<file path="src/rtl/shift_seq_pkg.sv">
// ============================================================================
// Module   : shift_seq_pkg
// Brief    : Shared encodings for the rotate sequencer and its checker.
//            Optional checker build macro: SHIFT_SEQ_CHECK_EN
// Revision : 1.0  initial release
// ============================================================================
`default_nettype none

package shift_seq_pkg;

  localparam int DATA_W = 8;

  localparam logic [1:0] OP_PASS = 2'b00;
  localparam logic [1:0] OP_ROR  = 2'b01;
  localparam logic [1:0] OP_ROL  = 2'b10;
  localparam logic [1:0] OP_RSV  = 2'b11;

  typedef enum logic [1:0] {
    S_IDLE = 2'd0,
    S_RUN  = 2'd1,
    S_DONE = 2'd2
  } state_t;

  // Reserved opcode behaves exactly like pass.
  function automatic logic is_pass(input logic [1:0] op);
    return (op == OP_PASS) || (op == OP_RSV);
  endfunction

endpackage

`default_nettype wire

</file>
<file path="src/rtl/shift_seq_chk.sv">
// ============================================================================
// Module   : shift_seq_chk
// Brief    : Reference rotator and sticky comparator against the external
//            shifter; built only when SHIFT_SEQ_CHECK_EN is defined.
// Revision : 1.0  initial release
// ============================================================================
`default_nettype none

module shift_seq_chk
  import shift_seq_pkg::*;
(
  input  logic              clk,
  input  logic              rst_n,
  input  logic              run,
  input  logic              fbus,
  input  logic              frbus,
  input  logic              flbus,
  input  logic [DATA_W-1:0] acc,
  input  logic [DATA_W-1:0] sh_w,
  input  logic              sh_cf,
  output logic              err
);

  logic [DATA_W-1:0] w_exp_w;
  logic              w_exp_cf;
  logic              w_onehot_bad;
  logic              w_mismatch;
  logic              r_err;

  always_comb begin
    w_exp_w  = acc;
    w_exp_cf = 1'b0;
    if (frbus) begin
      w_exp_w  = {acc[0], acc[DATA_W-1:1]};
      w_exp_cf = acc[0];
    end else if (flbus) begin
      w_exp_w  = {acc[DATA_W-2:0], acc[DATA_W-1]};
      w_exp_cf = acc[DATA_W-1];
    end
  end

  assign w_onehot_bad = (fbus & frbus) | (fbus & flbus) | (frbus & flbus);
  assign w_mismatch   = run && ((sh_w != w_exp_w) || (sh_cf != w_exp_cf));

  always_ff @(posedge clk) begin
    if (!rst_n) begin
      r_err <= 1'b0;
    end else if (w_mismatch || w_onehot_bad) begin
      r_err <= 1'b1;
    end
  end

  assign err = r_err;

endmodule

`default_nettype wire

</file>
<file path="src/rtl/shift_seq.sv">
// ============================================================================
// Module   : shift_seq
// Brief    : Multi-cycle rotate sequencer driving a single-step bus shifter.
//            Define SHIFT_SEQ_CHECK_EN to build the shifter result checker.
// Revision : 1.0  initial release
// ============================================================================
`default_nettype none

module shift_seq
  import shift_seq_pkg::*;
(
  input  logic              clk,
  input  logic              rst_n,
  input  logic              start,
  input  logic [1:0]        op,
  input  logic [2:0]        count,
  input  logic [DATA_W-1:0] din,
  output logic              busy,
  output logic              done,
  output logic [DATA_W-1:0] dout,
  output logic              cf_out,
  output logic              err,
  output logic              fbus,
  output logic              frbus,
  output logic              flbus,
  output logic [DATA_W-1:0] sh_a,
  input  logic [DATA_W-1:0] sh_w,
  input  logic              sh_cf
);

  state_t            r_state;
  state_t            w_next;
  logic [DATA_W-1:0] r_acc;
  logic [DATA_W-1:0] r_dout;
  logic [2:0]        r_cnt;
  logic [1:0]        r_op;
  logic              r_cf;
  logic              r_cf_out;
  logic              w_pass_sel;

  always_ff @(posedge clk) begin
    if (!rst_n) begin
      r_state <= S_IDLE;
    end else begin
      r_state <= w_next;
    end
  end

  always_comb begin
    w_next = r_state;
    case (r_state)
      S_IDLE:  if (start) w_next = S_RUN;
      S_RUN:   if (r_cnt <= 3'd1) w_next = S_DONE;
      S_DONE:  w_next = S_IDLE;
      default: w_next = S_IDLE;
    endcase
  end

  // Count 0 and pass-class ops both resolve to a single fbus step.
  assign w_pass_sel = (r_cnt == 3'd0) || is_pass(r_op);

  always_comb begin
    busy  = (r_state != S_IDLE);
    done  = (r_state == S_DONE);
    fbus  = 1'b0;
    frbus = 1'b0;
    flbus = 1'b0;
    if (r_state == S_RUN) begin
      if (w_pass_sel)            fbus  = 1'b1;
      else if (r_op == OP_ROR)   frbus = 1'b1;
      else if (r_op == OP_ROL)   flbus = 1'b1;
    end
  end

  always_ff @(posedge clk) begin
    if (!rst_n) begin
      r_acc    <= '0;
      r_cnt    <= 3'd0;
      r_op     <= OP_PASS;
      r_cf     <= 1'b0;
      r_dout   <= '0;
      r_cf_out <= 1'b0;
    end else begin
      case (r_state)
        S_IDLE: begin
          if (start) begin
            r_acc <= din;
            r_cnt <= is_pass(op) ? 3'd0 : count;
            r_op  <= op;
          end
        end
        S_RUN: begin
          r_acc <= sh_w;
          r_cf  <= sh_cf;
          if (r_cnt > 3'd1) begin
            r_cnt <= r_cnt - 3'd1;
          end else begin
            // Final step: publish the value being captured into acc.
            r_dout   <= sh_w;
            r_cf_out <= sh_cf;
          end
        end
        default: ;
      endcase
    end
  end

  assign sh_a   = r_acc;
  assign dout   = r_dout;
  assign cf_out = r_cf_out;

`ifdef SHIFT_SEQ_CHECK_EN
  shift_seq_chk u_chk (
    .clk   (clk),
    .rst_n (rst_n),
    .run   (r_state == S_RUN),
    .fbus  (fbus),
    .frbus (frbus),
    .flbus (flbus),
    .acc   (r_acc),
    .sh_w  (sh_w),
    .sh_cf (sh_cf),
    .err   (err)
  );
`else
  assign err = 1'b0;
`endif

endmodule

`default_nettype wire

</file>
<file path="config.mk">
export PLATFORM = sky130hd
export DESIGN_NAME = shift_seq
export DESIGN_NICKNAME = d
export VERILOG_FILES = /design/src/rtl/shift_seq_pkg.sv /design/src/rtl/shift_seq_chk.sv /design/src/rtl/shift_seq.sv
export SDC_FILE = /design/constraint.sdc
export NUM_CORES = 1
export LEC_CHECK = 0
export CAP_MARGIN = 20
export CORE_AREA = 3 3 57 59
export DETAILED_ROUTE_END_ITERATION = 10
export DIE_AREA = 0 0 60 62
export GPL_TIMING_DRIVEN = 0
export PLACE_DENSITY = 0.75
export SKIP_CTS_REPAIR_TIMING = 1
export SLEW_MARGIN = 30
export SYNTH_ARGS = -nofsm -noshare
export SYNTH_HDL_FRONTEND = slang
export SYNTH_SLANG_ARGS = --single-unit
</file>
<file path="constraint.sdc">
create_clock -name clk -period 1.9 [get_ports clk]
set_input_delay 0.285 -clock clk [delete_from_list [all_inputs] [get_ports clk]]
set_output_delay 0.285 -clock clk [all_outputs]
set_load 0.1 [all_outputs]
</file>
Word level (Yosys, flattened, before mapping)
Cells that the tools add are included.

Bits in registers: 24. Bits of input ports: 25. Output and inout port bits: 23. Word-level logic and storage cells: 51.

$add $sub $neg: 1. Order comparisons: 2. Equal/unequal tests: 9. Multiplexer cells: 18. Bitwise operators: 1. Reductions and logical operators: 14.

Operators with widths (count): one-hot mux 8 bit (2 select lines) (1); two-way mux 1 bit (9); two-way mux 3 bit (3); equality test 2 bit (second input constant) (4); two-way mux 8 bit (1); AND reduction 2 bit (4); logical NOT 2 bit (3); one-hot mux 3 bit (2 select lines) (1); equality test 2 x 1 -> 1 bit (second input constant) (2); two-way mux 2 bit (2); != test 2 bit (second input constant) (2); one-hot mux 2 bit (2 select lines) (1); nonzero test 2 bit (2); greater-than comparator 3 x 1 -> 1 bit (second input constant) (1); less-or-equal comparator 3 x 1 -> 1 bit (second input constant) (1); logical NOT 3 bit (1); logical OR 1 bit (3); AND reduction 3 bit (1); subtractor 3 x 1 -> 3 bit (second input constant) (1); != test 2 x 1 -> 1 bit (second input constant) (1); inverter 1 bit (1).

Longest topological paths before layout
Gate-level depths: netlist of the first run.

Depth in word-level cells: 5. Depth in mapped cells: 8. Gate-level depth less buffers: 6.

Worst setup path after synthesis of the first run
No wires, ideal clock.

Path kind: reg2out. Start point: register r_state[1]. End point: output port fbus. Arrival time: 2.039 ns. Data required time: 1.615 ns. Slack: -0.424 ns. Stages on the path, launching flop included: 4. Cell sequence: dfxtp_1 > nand2b_1 > buf_4 > nor2_1.

Longest elaborated chain between the ends: 2.

RTL lines: start: declaration (RTL line shift_seq.sv:31) `state_t r_state;`; start signal: assignment (RTL line shift_seq.sv:45) `r_state <= w_next;`; equality test 2 x 1 -> 1 bit (RTL line shift_seq.sv:68) `if (r_state == S_RUN) begin`; two-way mux 1 bit (RTL line shift_seq.sv:68); end: declaration (RTL line shift_seq.sv:23) `output logic fbus,`.

No other way between the ends.

Final worst setup path of the first run
Start point: register r_op[0]. End point: output port flbus.

Longest elaborated chain between the ends: 5. Elaborated cells between the ends (all ways): 10. Those cells by class: eq/ne: 3; mux: 4; reduce/logical: 3.

RTL lines: start: declaration (RTL line shift_seq.sv:36) `logic [1:0] r_op;`; start signal: assignment (RTL line shift_seq.sv:89) `r_op <= op;`; equality test 2 bit (tied with other cells) (RTL line shift_seq.sv:71) `else if (r_op == OP_ROL) flbus = 1'b1;`; two-way mux 1 bit / logical OR 1 bit (equally long branches) (RTL line shift_seq.sv:71, shift_seq_pkg.sv:26); two-way mux 1 bit / logical OR 1 bit (equally long branches) (RTL line shift_seq.sv:70, shift_seq.sv:60); two-way mux 1 bit (*) (RTL line shift_seq.sv:69) `if (w_pass_sel) fbus = 1'b1;`; two-way mux 1 bit (*) (RTL line shift_seq.sv:68); end: declaration (RTL line shift_seq.sv:25) `output logic flbus,`.

Mark *: on every way between the ends. The rest lies on a longest branch, timed or not.

==> results of run 1 <==
==> cells in the mapped netlist, types with 2 or more instances <==
cell / instances / area [µm²]
nand2_1: 26 / 97.6
dfxtp_1: 24 / 480
nor2_1: 18 / 67.6
nand3_1: 10 / 50.1
o21ai_0: 10 / 50.1
a311oi_1: 8 / 70.1
inv_1: 6 / 22.5
ha_1: 5 / 62.6
clkbuf_1: 4 / 15.0
a21oi_1: 3 / 15.0
buf_2: 3 / 15.0
a211oi_1: 2 / 15.0
a31oi_1: 2 / 12.5
and2_1: 2 / 12.5
and3_1: 2 / 12.5
buf_4: 2 / 15.0
==> power by group <==
| group | leakage, nW | total (mW) | switching (mW) | internal, mW |
|---|---|---|---|---|
| Combinational | 0.718 | 0.973 | 0.703 | 0.270 |
| Sequential | 0.200 | 0.637 | 0.0543 | 0.583 |
| Clock | 0.0279 | 0.365 | 0.152 | 0.213 |
==> per-layer routing <==
| metal | wire length, µm | track usage |
|---|---|---|
| met5 | 0 | 0 |
| met4 | 19 | 0.0633 |
| met3 | 163 | 0.0393 |
| met2 | 1570 | 0.292 |
| met1 | 1360 | 0.204 |
==> worst max-delay path by stage <==
stage,to,slack [ps],cells past startpoint
6_report,flbus,60,5
5_1_grt,flbus,-8,5
4_1_cts,flbus,-1070,4
3_5_place_dp,flbus,-700,4
3_3_place_gp,flbus,-660,4
2_1_floorplan,fbus,40,3
==> layout make-up <==
type                       count  area (µm²)
multi-input combinational    101         597
clock inverter                 1        30.0
clock buffer                   3        22.5
tap                           31        38.8
buffer                         9        46.3
sequential                    24         489
fill                         243         993
timing repair buffer          46         518
inverter                       6        22.5
==> tightest hold or removal path, stage by stage, from the launching register on <==
cell     delay, ps
dfxtp_1        330
nand2_1         50
o21ai_0         60
==> through the flow <==
step	total power [mW]	utilization	TNS, ps	area, µm²
3_3_place_gp	1.59	0.590	-2060	1630
6_report	1.98	0.640	0	1760
2_1_floorplan	1.36	-	0	1130
5_1_grt	2.06	0.640	-11.6	1760
3_5_place_dp	1.61	0.590	-2170	1630
4_1_cts	1.97	0.609	-7500	1680
==> cell families (layout without fill, tap and decap cells) <==
family | after synthesis | after routing | share of synthesized area
adders and majority gates | 5 | 5 | 0.0557
and+or+nand+nor | 65 | 65 | 0.265
buffers and inverters | 15 | 65 | 0.0601
xor gates and xnor gates | 2 | 2 | 0.0156
AOI/OAI and AO/OA | 28 | 28 | 0.173
DFF | 24 | 24 | 0.428
other | 1 | 1 | 0.00334
==> cell usage in the layout, fill, tap and decap left out, types with 2 or more instances in the layout <==
cell type / instances
dfxtp_2: 4
nor2_1: 17
clkbuf_2: 3
nand2_1: 26
inv_1: 6
clkdlybuf4s50_1: 24
buf_4: 2
and3_4: 2
and2_1: 2
o21ai_0: 10
clkbuf_4: 3
dfxtp_1: 19
a211oi_1: 2
nand3_1: 10
clkbuf_1: 3
a21oi_1: 2
dlymetal6s2s_1: 17
a31oi_1: 2
buf_12: 2
a311oi_1: 8
buf_2: 3
ha_1: 4
==> flip-flops by register name (all words and copies together), names as in the netlist <==
register	cells
cf_out	1
dout	8
r_cnt	3
r_op	2
r_state	2
sh_a	8
==> impl_metrics.ini, run 1 <==
[status]
status = finished clean

[critical_path]
critPathLaunch = r_op[0]
r2r-start = r_cnt[1]
critPathBufInv = 2
crit_type = reg2out
slowest_delay_ps = 350
crit_family = flip-flops
crit_required_ps = 1620
crit_slowest_cell = dfxtp_2
reg2reg_slack_ps = 250
ff2ff_path_depth = 6
cp_max_fo = 3
cp_cell_sequence = inv_1, ha_1, a21oi_2, and3_4, buf_12
worstPathArrival_ps = 1550
cp-start-kind = flop
worstReg2RegEnd = r_cnt[0]
cp-end-kind = output pin

[place]
gp_congestion = 0.793
port_buffers = 46
dp.cells = 217
pre_cts_ws_ps = -698
dp_hpwl_mm = 2.38

[sta]
hold_viol = 0
fin_ws_ps = 64.5
fmax_mhz = 545
fin_crit_ps = 1840
clock-skew-final_ps = 6.74
worst_pin_slew_ps = 983
setup_violations = 0
holdWs_ps = 475
rsz0062_at_grt = yes
maxSlewViolCount = 0
post-route-period-util = 0.966
relSlewSlack = 0.344

[hold_path]
hold_path.class = reg2reg
min_path_cells = 2
hp-start = dout[1]
hold_path_end = dout[1]

[layout]
antenna_cells = 0
layout.cells.non_filler = 221
nNetsFinal = 221
drive_gt1_frac = 0.153
area_delta_synth_final_pct = 57.0

[yosys]
async_reset_ff_frac = 0
netlist_area_um2 = 1120
ys.flop_type = dfxtp_1
synth_nets = 170
postSynthCellCount = 140
ys_seq_area_frac = 0.428
synth-edff-count = 0
syn_avg_cell_area_um2 = 8.03
ys_ff_latch = 24
ys_warn_count = 0
synth.distinct_cells = 29

[clock_tree]
cts-root-buf = clkbuf_4
clkLatencyLatePin_ps = 310
h-tree-depth = 1
cts_sinks = 24
cts_made_buffers = 3
clock_path_buffers = 2
cts_tree = yes
path_clk_slew_ps = 130

[floorplanning]
initial_core_util = 0.407
die_h_um = 62
fp-row-count = 19
die-area_um2 = 3720
core_um2 = 2760
io-pin-count = 48
die_x_um = 60

[grt]
grt_pass1_wl_mm = 4.76
antenna_found_initial = 0
grt_use_total = 0.169
grt_overflow = 0
grt_max_degree = 15
grt_pass1_vias = 1092

[routing]
first_pass_iters = 4
drt-total-wl_mm = 3.11
ant_nets = 0
routed-via-count = 1133
drc = 0
wl_per_cell_um = 14.1
drt-initial-drc-count = 29
post_drt_via_cell_ratio = 5.13

[power]
ir_worst_vdd_uv = 858
power.density_nw_per_um2 = 1120
leakagePower_nw = 0.946

[flow_run]
maxCapViolCount = 0
Note: power is estimated with default switching activity, not from simulation.
==> run 2, diff against run 1 <==
--- a/config.mk
+++ b/config.mk
@@ -7,6 +7,8 @@
 export LEC_CHECK = 0
 export CAP_MARGIN = 20
 export CORE_AREA = 3 3 57 59
+export CTS_BUF_LIST = sky130_fd_sc_hd__clkbuf_8 sky130_fd_sc_hd__clkbuf_16
+export CTS_CLUSTER_DIAMETER = 80
 export DETAILED_ROUTE_END_ITERATION = 10
 export DIE_AREA = 0 0 60 62
 export GPL_TIMING_DRIVEN = 0
==> constraint.sdc (replaced) <==
create_clock -name clk -period 1.89 [get_ports clk]
set_input_delay 0.2835 -clock clk [delete_from_list [all_inputs] [get_ports clk]]
set_output_delay 0.2835 -clock clk [all_outputs]
set_load 0.1 [all_outputs]
==> run 2 against run 1 <==
Clock power up 22%. Worst setup slack got worse by 18 ps. Sequential share of layout area fell by 0.30 points. Combinational power about the same. Final area is 0.21% lower. Count of clock-buffer cells in the layout stayed put. Via count grew 0.44%. Hold slack lost 3.8 ps. Core utilization shrank 0.14 points. Clock skew fell by 3.6 ps. Non-clock buffer count stayed put. Highest routed layer unchanged.
==> impl_metrics.ini, run 2 (synthesis gave the netlist of run 1 again) <==
[layout]
drive_gt1_frac = 0.126
mostFrequentLayoutCell = nand2_1
fill_cells = 238
area_delta_synth_final_pct = 56.7
nNetsFinal = 221
final_cell_mix = nand2_1 (26), clkdlybuf4s50_1 (24), dfxtp_1 (22), nor2_1 (17), dlymetal6s2s_1 (17)
antenna_cells = 0
ff_latch_area_um2 = 483
layout.cells.non_filler = 221
multi_input_area_um2 = 584

[critical_path]
cp_cell_sequence = inv_1, ha_1, a21oi_2, and3_2, buf_12
crit_family = flip-flops
crit_required_ps = 1610
ff2ff_path_depth = 8
slowest_delay_ps = 340
reg2reg_slack_ps = 200
crit_slowest_cell = dfxtp_1
cp-start-kind = flop
critPathBufInv = 2
r2r-start = r_cnt[1]
cp_max_fo = 3
worstReg2RegEnd = dout[6]
cp-end-kind = output pin
worstPathArrival_ps = 1560
crit_type = reg2out

[power]
clockPowerShare = 0.216
switchingPower_uw = 920
power_frac_comb = 0.473
switching_share = 0.449
ir_worst_vdd_uv = 877
leakagePower_nw = 0.955
power.density_nw_per_um2 = 1160
sequentialPowerShare = 0.310
internal_power_mw = 1.13

[clock_tree]
h-tree-depth = 1
cts_sinks = 24
clock_path_buffers = 2
clkLatencyLatePin_ps = 260
cts_tree = yes
cts_made_buffers = 3
path_clk_slew_ps = 80
cts-root-buf = clkbuf_8

[routing]
drt-initial-drc-count = 46
routed-via-count = 1138
drt-total-wl_mm = 3.13
drc = 0
post_drt_via_cell_ratio = 5.15
first_pass_iters = 5
ant_nets = 0
wl_per_cell_um = 14.2

[grt]
grt_max_degree = 15
grt_pass1_vias = 1101
grt_overflow = 0
grt_use_total = 0.170
antenna_found_initial = 0
grt_pass1_wl_mm = 4.81

[sta]
fmax_mhz = 542
post-route-period-util = 0.976
hold_viol = 0
holdWs_ps = 471
relSlewSlack = 0.340
setup_violations = 0
worst_pin_slew_ps = 988
fin_crit_ps = 1840
maxSlewViolCount = 0
clock-skew-final_ps = 3.17

[place]
port_buffers = 46
dp_hpwl_mm = 2.38
dp.cells = 217
gp_congestion = 0.793

[hold_path]
hold_path_end = dout[7]
hp-start = dout[7]
min_path_cells = 2
hold_path.class = reg2reg

[floorplanning]
fp-row-count = 19
core_um2 = 2760
die_h_um = 62
io-pin-count = 48
die_x_um = 60
initial_core_util = 0.407
die-area_um2 = 3720

[flow_run]
maxCapViolCount = 0

[status]
status = finished clean
==> run 2: cell counts in the layout (fill, tap and decap cells not counted) <==
No cell type changed its count.
==> run 2: layout make-up <==
class                      instances  share of cell area
timing repair buffer              46               0.292
tap                               31              0.0220
clock buffer                       3              0.0235
sequential                        24               0.274
buffer                             9              0.0263
multi-input combinational        101               0.332
clock inverter                     1              0.0171
inverter                           6              0.0128
==> run 2: power by group through the flow <==
stage	Clock [mW]	Sequential [mW]	Combinational (mW)
floorplan	0	1.01	0.355
global placement	0	0.644	0.957
detailed placement	0	0.646	0.970
CTS	0.448	0.636	0.975
global route	0.470	0.645	1.02
finish	0.444	0.636	0.970
==> run 2: routing by layer <==
layer	GRT usage	wire, µm	up-vias
li1	-	-	577
met1	0.211	1330	519
met2	0.289	1600	37
met3	0.0393	169	5
met4	0.0633	32	0
met5	0	0	-
==> run 2: worst max-delay path by stage <==
stage | start | to | slack (ps) | depth (start not counted)
global placement | r_state[0] | flbus | -670 | 4
detailed placement | r_state[0] | flbus | -710 | 4
global route | r_op[0] | flbus | -30 | 5
CTS | r_state[0] | flbus | -1010 | 4
finish | r_op[0] | flbus | 50 | 5
floorplan | r_state[1] | fbus | 30 | 3
==> run 2: metrics by stage <==
step	setup TNS, ps	util	total power [mW]	setup slack, ps	instance area (µm²)
CTS	-6180	0.616	2.06	-1010	1700
global route	-40.1	0.638	2.14	-26.0	1760
finish	0	0.638	2.05	46.2	1760
detailed placement	-2210	0.590	1.62	-706	1630
global placement	-2110	0.590	1.60	-667	1630
floorplan	0	-	1.36	28.9	1130
==> run 2: worst reg2reg max path, stage by stage, from the launching register on <==
cell      delay (ps)
dfxtp_1          360
inv_1             90
ha_1             170
o21bai_1         190
and4bb_1         230
buf_2            180
buf_2            190
nand3_1           80
o21ai_0           90
==> run 3, diff against run 2 <==
--- a/config.mk
+++ b/config.mk
@@ -13,6 +13,7 @@
 export DIE_AREA = 0 0 60 62
 export GPL_TIMING_DRIVEN = 0
 export PLACE_DENSITY = 0.75
+export REMOVE_ABC_BUFFERS = 1
 export SKIP_CTS_REPAIR_TIMING = 1
 export SLEW_MARGIN = 30
 export SYNTH_ARGS = -nofsm -noshare
==> run 3 against run 2 <==
Die area is the same. First-iteration DRC count shrank 41%. Count of clock-buffer cells in the layout grew 1. Clock power shrank 19%. Via count shrank 4.0%. Register-to-register slack gained 20 ps. Power shrank 5.5%. Critical path type unchanged. Highest routed layer unchanged.
==> impl_metrics.ini, run 3 (synthesis gave the netlist of run 1 again) <==
[clock_tree]
cts-root-buf = clkbuf_8
cts_made_buffers = 3
h-tree-depth = 1
path_clk_slew_ps = 90
clkLatencyLatePin_ps = 270
cts_tree = yes
cts_sinks = 24
clock_path_buffers = 2

[critical_path]
cp_max_fo = 3
reg2reg_slack_ps = 220
worstPathArrival_ps = 1540
crit_path_end = flbus
r2r-start = r_cnt[1]
slowest_delay_ps = 350
cp-end-kind = output pin
cp-start-kind = flop
crit_type = reg2out
ff2ff_path_depth = 6
critPathLaunch = r_op[0]
worstReg2RegEnd = r_cnt[0]
crit_required_ps = 1610
crit_slowest_cell = dfxtp_1
cp_cell_sequence = inv_1, ha_1, a21oi_2, and3_1, buf_12

[hold_path]
hold_path.class = reg2reg
hp-start = dout[4]

[power]
power.density_nw_per_um2 = 1140
power_frac_comb = 0.485
sequentialPowerShare = 0.330
internal_power_mw = 1.02
switchingPower_uw = 915
ir_worst_vdd_uv = 684
clockPowerShare = 0.185
leakagePower_nw = 0.923
switching_share = 0.473

[place]
dpl_cell_area_um2 = 1580
dp_hpwl_mm = 2.17
port_buffers = 46
gp_congestion = 0.824

[routing]
top_layer_used = met4
post_drt_via_cell_ratio = 5.13
dr_wl_met3_um = 141
wl_per_cell_um = 13.6
wl_met2_mm = 1.54
ant_nets = 0
drc = 0
drt-initial-drc-count = 27
first_pass_iters = 4
routed-via-count = 1092
drt-total-wl_mm = 2.90
met1Wirelength_mm = 1.21

[floorplanning]
core_um2 = 2760
initial_core_util = 0.407
die-area_um2 = 3720
die_x_um = 60
io-pin-count = 48
die_h_um = 62
fp-row-count = 19

[layout]
fin_area_um2 = 1700
mostFrequentLayoutCell = nand2_1
fill_cells = 246
final_util = 0.617
final_cell_mix = nand2_1 (26), clkdlybuf4s50_1 (24), dfxtp_1 (23), nor2_1 (18), dlymetal6s2s_1 (17)
nNetsFinal = 213
antenna_cells = 0
drive_gt1_frac = 0.0934
area_delta_synth_final_pct = 51.4

[sta]
hold_viol = 0
fmax_mhz = 548
relSlewSlack = 0.341
finalSetupTns_ps = 0
clock-skew-final_ps = 6.34
setup_violations = 0
fin_crit_ps = 1830
holdWs_ps = 469
worst_pin_slew_ps = 987
maxSlewViolCount = 0
post-route-period-util = 0.966

[grt]
grt_pass1_vias = 1031
antenna_found_initial = 0
grt_pass1_wl_mm = 4.55
grt_overflow = 0
grt_use_total = 0.160
grt_max_degree = 23

[flow_run]
maxCapViolCount = 0

[status]
status = finished clean
==> run 3: cell types whose count changed in the layout (fill, tap and decap cells not counted), moves of 2 or more <==
cell	before	now
and3_2	2	0
buf_2	3	0
and3_1	0	2
clkbuf_1	3	0
==> run 3: cell type report <==
class / instances / area [µm²] / area share
clock buffer: 4 / 55.1 / 0.0324
inverter: 6 / 22.5 / 0.0132
multi-input combinational: 101 / 594 / 0.349
sequential: 24 / 482 / 0.283
tap: 31 / 38.8 / 0.0228
timing repair buffer: 47 / 509 / 0.299
==> run 3: per-stage QoR <==
step | power, mW | setup WS (ps) | instances
final | 1.94 | 63.9 | 213
after global routing | 2.04 | -3.29 | 213
after CTS | 1.93 | -1140 | 212
after detailed placement | 1.58 | -818 | 208
after global placement | 1.57 | -777 | 208
after floorplan | 1.34 | -419 | 131
==> run 3: power by group through the flow <==
stage | clock (mW) | combinational (mW) | sequential, mW
2_1_floorplan | 0 | 0.327 | 1.01
3_3_place_gp | 0 | 0.924 | 0.641
3_5_place_dp | 0 | 0.936 | 0.647
4_1_cts | 0.359 | 0.940 | 0.636
5_1_grt | 0.383 | 1.00 | 0.652
6_report | 0.359 | 0.940 | 0.638
==> run 3: per-layer routing <==
| metal | up-vias | GRT usage |
|---|---|---|
| li1 | 558 | - |
| met2 | 23 | 0.285 |
| met3 | 2 | 0.0248 |
| met5 | - | 0 |
| met4 | 0 | 0.0380 |
| met1 | 509 | 0.203 |
==> run 3: worst min path at each step <==
stage	to	slack, ps	depth (start not counted)
6_report	dout[4]	470	2
5_1_grt	dout[3]	500	2
2_1_floorplan	r_state[1]	410	1
3_3_place_gp	dout[2]	450	2
4_1_cts	dout[5]	470	2
3_5_place_dp	dout[2]	450	2
==> run 3: critical path, delay by kind of cell (launching register included) <==
family | cells | cell delay [ps]
and+or+nand+nor | 1 | 230
DFF | 1 | 350
AOI/OAI and AO/OA | 1 | 140
adders and majority gates | 1 | 310
buffers and inverters | 2 | 250
